<file path="src/rtl/dma_pkg.sv">
// dma_pkg: shared DMA register map and FSM state encoding.
// Imported by dma_ctrl.
package dma_pkg;

  localparam logic [4:0] DMA_SRC  = 5'b11000;
  localparam logic [4:0] DMA_DST  = 5'b11001;
  localparam logic [4:0] DMA_LEN  = 5'b11010;
  localparam logic [4:0] DMA_CTRL = 5'b11011;

  typedef enum logic [2:0] {
    ST_IDLE,
    ST_REQ,
    ST_RD,
    ST_WR,
    ST_DONE
  } dma_state_e;

endpackage

</file>
<file path="src/rtl/dma_ctrl.sv">
// dma_ctrl: mem-to-mem DMA master on the dmem port (hold/holdACK).
// Ports: clk, rst(async low), we/addr/dataIn/rd_data regs, hold/holdACK, dm_*, busy/done/irq.
module dma_ctrl
  import dma_pkg::*;
#(
  parameter int wide = 32,
  parameter int LENW = 16
) (
  input  logic            clk,
  input  logic            rst,
  input  logic            we,
  input  logic [4:0]      addr,
  input  logic [wide-1:0] dataIn,
  output logic [wide-1:0] rd_data,
  output logic            hold,
  input  logic            holdACK,
  output logic [wide-1:0] dm_addr,
  output logic [wide-1:0] dm_d,
  output logic            dm_we,
  input  logic [wide-1:0] dm_q,
  output logic            busy,
  output logic            done,
  output logic            irq
);

  dma_state_e      state;
  logic [wide-1:0] src;
  logic [wide-1:0] dst;
  logic [LENW-1:0] len;
  logic [wide-1:0] wbuf;

  always_ff @(posedge clk or negedge rst) begin
    if (!rst) begin
      state <= ST_IDLE;
      src   <= '0;
      dst   <= '0;
      len   <= '0;
      wbuf  <= '0;
      done  <= 1'b0;
    end else begin
      unique case (state)
        ST_IDLE: begin
          if (we) begin
            case (addr)
              DMA_SRC: src <= {dataIn[wide-1:2], 2'b00};
              DMA_DST: dst <= {dataIn[wide-1:2], 2'b00};
              DMA_LEN: len <= dataIn[LENW-1:0];
              DMA_CTRL: begin
                // start beats clear; both end with done low
                if (dataIn[0]) begin
                  done  <= 1'b0;
                  state <= (len == '0) ? ST_DONE : ST_REQ;
                end else if (dataIn[1]) begin
                  done <= 1'b0;
                end
              end
              default: ;
            endcase
          end
        end
        ST_REQ: begin
          if (holdACK) state <= ST_RD;
        end
        ST_RD: begin
          if (holdACK) begin
            wbuf  <= dm_q;
            state <= ST_WR;
          end else begin
            state <= ST_REQ;
          end
        end
        ST_WR: begin
          // lost grant: nothing committed, word is re-read
          if (holdACK) begin
            src   <= src + wide'(4);
            dst   <= dst + wide'(4);
            len   <= len - LENW'(1);
            state <= (len == LENW'(1)) ? ST_DONE : ST_RD;
          end else begin
            state <= ST_REQ;
          end
        end
        ST_DONE: begin
          done  <= 1'b1;
          state <= ST_IDLE;
        end
        default: state <= ST_IDLE;
      endcase
    end
  end

  // decoded from state so reset drops them asynchronously
  always_comb begin
    hold    = 1'b0;
    dm_we   = 1'b0;
    dm_addr = '0;
    dm_d    = '0;
    irq     = 1'b0;
    unique case (state)
      ST_REQ: hold = 1'b1;
      ST_RD: begin
        hold    = 1'b1;
        dm_addr = src;
      end
      ST_WR: begin
        hold    = 1'b1;
        dm_addr = dst;
        dm_d    = wbuf;
        dm_we   = holdACK;
      end
      ST_DONE: irq = 1'b1;
      default: ;
    endcase
  end

  assign busy = (state != ST_IDLE);

  always_comb begin
    rd_data = '0;
    case (addr)
      DMA_SRC:  rd_data = src;
      DMA_DST:  rd_data = dst;
      DMA_LEN:  rd_data = {{(wide-LENW){1'b0}}, len};
      DMA_CTRL: rd_data = {{(wide-2){1'b0}}, done, busy};
      default:  rd_data = '0;
    endcase
  end

endmodule

</file>
<file path="config.mk">
export PLATFORM = sky130hd
export DESIGN_NAME = dma_ctrl
export DESIGN_NICKNAME = d
export VERILOG_FILES = /design/src/rtl/dma_pkg.sv /design/src/rtl/dma_ctrl.sv
export SDC_FILE = /design/constraint.sdc
export NUM_CORES = 1
export LEC_CHECK = 0
export BUFFER_PORTS_ARGS = -buffer_cell sky130_fd_sc_hd__buf_2
export CORE_ASPECT_RATIO = 1.75
export CORE_MARGIN = 3
export CORE_UTILIZATION = 50
export DETAILED_ROUTE_END_ITERATION = 10
export PLACE_DENSITY_LB_ADDON = 0.1
export SLEW_MARGIN = 20
export SYNTH_ARGS = -nofsm -noshare
export SYNTH_HDL_FRONTEND = slang
export SYNTH_SLANG_ARGS = --single-unit
</file>
<file path="constraint.sdc">
create_clock -name clk -period 3.02 [get_ports clk]
set_input_delay 0.302 -clock clk [delete_from_list [all_inputs] [get_ports clk]]
set_output_delay 0.302 -clock clk [all_outputs]
set_load 0.005 [all_outputs]
</file>
==> results.json <==
{
  "status": "complete, no violations",
  "synth_top_area_share_pct": 38.3,
  "worstPathCellList": "and3b_4 -> buf_4 -> and2_1 -> buf_2",
  "via_per_inst": 6.37,
  "drv_cap": 0,
  "syn_area_per_cell_um2": 8.64,
  "synthArstFlopShare_pct": 100,
  "synth_top_area_cell": "dfrtp_1",
  "synth_edf_count": 0,
  "fmax_mhz": 404,
  "diodes": 0,
  "synth_cells": 846,
  "drc_errors": 0,
  "cts_setup_buffers": 0,
  "syn_area_um2": 7310,
  "final_nets": 1054,
  "place_inst": 1142,
  "cpPeakStageDelay_ns": 0.66,
  "cts.sinks": 112,
  "vias": 7379,
  "power.leakage_nw": 4.02,
  "r2r-start": "dst[6]",
  "grt_pass1_vias": 7353,
  "drt_iter0_drc": 510,
  "reg2reg_slack_ns": 0.60,
  "total_power_w": 0.00738,
  "die_w_um": 97.4,
  "crit_start": "state[0]",
  "setup_violations": 0,
  "clkSlewWorstSetupHoldPaths_ns": 0.08,
  "io_pins": 174,
  "clockBufferDepth": 2,
  "synth_flop_cell": "dfrtp_1",
  "layout_min_cycle_time_ns": 2.48,
  "hold_class": "primary input to flop",
  "gp_congestion": 0.887,
  "grt_max_degree": 66,
  "wl_per_cell_um": 20.4,
  "die_y_um": 166,
  "syn2layout_area_growth_pct": 18.0,
  "critPathLaunchType": "flop",
  "clockRootBuffer": "clkbuf_16",
  "ir_worst_vdd_uv": 457,
  "utilization_pct": 61.1,
  "fin_worst_skew_ns": 0.0129,
  "yosys-top-cells-area": "dfrtp_1, a21oi_1, mux2_2",
  "min_from": "dm_q[29]",
  "hold_viol": 0,
  "final_cell_mix": "buf_2, dfrtp_1, nor2_1, a21oi_1, o21ai_0",
  "clk_latency_ns": 0.36,
  "drive_gt1_share_pct": 27.2,
  "portBuffers": 171,
  "synth_warnings": 0,
  "cp_data_arrival_time_ns": 2.17,
  "antenna_found_initial": 0,
  "synth_seq_area_share_pct": 38.3,
  "relSlewSlack_pct": 42.1,
  "post-dp-hpwl_um": 16900,
  "die_area_um2": 16200,
  "cp.required_ns": 2.72,
  "setup_tns_ns": 0,
  "dr.pass1.iters": 5,
  "finalMaxSlewViolations": 0,
  "p_per_area_nw_per_um2": 856,
  "critPathTopFamily": "simple AND/OR/NAND/NOR gates",
  "synth_seq_cells": 112,
  "start_util_pct": 51.8,
  "cp-end-kind": "output pin",
  "layout.cells.non_filler": 1159,
  "tritoncts": "built",
  "overflow": 0,
  "cts_buffers": 9,
  "cts_htree_levels": 3,
  "critical_path_class": "flop to output pin",
  "grt_first_pass_wirelength_um": 37600,
  "crit_slowest_cell": "dfrtp_2",
  "finalWirelength_um": 23600,
  "yosysUniqueCellTypes": 63,
  "core_um2": 14100,
  "timing.final.crit_share_pct": 82.0,
  "postRouteAntennaNets": 0,
  "worst_slew_pin_slew_ns": 0.861,
  "layout_commonest_cell": "buf_2",
  "grt_use_total_pct": 28.4,
  "path_buf_inv": 2,
  "row_count": 57,
  "rsz0062_at_grt": "no",
  "critPathMaxFanout": 35
}
## path summary, 6_finish.rpt
| kind | end | cells after the start |
|---|---|---|
| hold / removal | wbuf[29] | 2 |
| max in group asynchronous | src[13] | 3 |
| min in group asynchronous | src[20] | 2 |
| setup / recovery | dm_d[21] | 4 |
| hold reg to reg | wbuf[12] | 1 |
| setup reg to reg | dst[31] | 5 |
## Yosys cell counts (all sizes together), types with 4 or more instances
| cell | number |
|---|---|
| dfrtp | 112 |
| nor2 | 95 |
| a21oi | 83 |
| clkbuf | 64 |
| o21ai | 48 |
| and2 | 42 |
| nand2 | 39 |
| mux2 | 32 |
| mux2i | 32 |
| o22a | 31 |
| nand3 | 26 |
| inv | 22 |
| a31oi | 21 |
| a22o | 18 |
| nand4 | 16 |
| nor3 | 15 |
| a222oi | 14 |
| buf | 13 |
| and3 | 10 |
| and4 | 9 |
| nor4 | 9 |
| o22ai | 7 |
| a2bb2oi | 6 |
| or3 | 6 |
| a31o | 5 |
| nor3b | 5 |
| o2bb2ai | 5 |
| o31ai | 5 |
| a21o | 4 |
| ha | 4 |
| nand2b | 4 |
| or2 | 4 |
## final cells by class
| cell class | count | area, um^2 |
|---|---|---|
| Multi-Input combinational cell | 636 | 4150 |
| Inverter | 22 | 82.6 |
| Clock inverter | 7 | 53.8 |
| Sequential cell | 112 | 2800 |
| Fill cell | 1332 | 5500 |
| Timing Repair Buffer | 196 | 1090 |
| Tap cell | 177 | 221 |
| Clock buffer | 9 | 225 |
## where the power goes
part	internal [W]	leakage [nW]	total, W	switching, W
logic	0.00140	2.57	0.00299	0.00160
registers	0.00221	1.32	0.00323	0.00102
clock network	0.000570	0.134	0.00116	0.000593
total	0.00417	4.02	0.00738	0.00321
## what timing repair did
item | CTS | global route
endpoints found under the hold margin | 12 | 0
endpoints found under the setup margin | 0 | 0
gates resized for setup | 0 | 0
hold buffers | 1 | 0
## flip-flops by register name (all words and copies together) (netlist names)
signal and cells:
wbuf 32, state 3, dst 30, len 16, src 30, done 1
## routing by layer
metal / up-vias / track usage, % / share of wire [%] / wire, um
li1: 3394 / - / - / -
met1: 3613 / 31.3 / 37 / 8690
met2: 314 / 53.6 / 55 / 12900
met3: 58 / 4.67 / 5.5 / 1300
met4: 0 / 10.5 / 3.2 / 746
met5: - / 0 / 0 / 0
## worst reg2reg max path, delay by kind of cell, from the launching register on
family          cells  cell delay, ns
simple gates        3            1.45
flops               1            0.52
compound gates      2            0.38
## metrics by stage
stage | setup slack (ns) | hold slack (ns) | area [um^2]
floorplan | 0.877 | 0.00641 | 7310
global placement | 0.650 | 0.379 | 8330
detailed placement | 0.639 | 0.370 | 8330
CTS | 0.562 | 0.167 | 8620
global route | 0.430 | 0.171 | 8620
finish | 0.544 | 0.173 | 8620
## cells by family after synthesis
family	after synthesis	synth area share, %
fa+ha+maj	4	0.685
other cells	1	0.0513
simple gates	289	20.6
compound gates	277	25.7
mux	64	9.31
buf+inv	99	5.31
flops	112	38.3
Power figures use the tool's default switching activity.
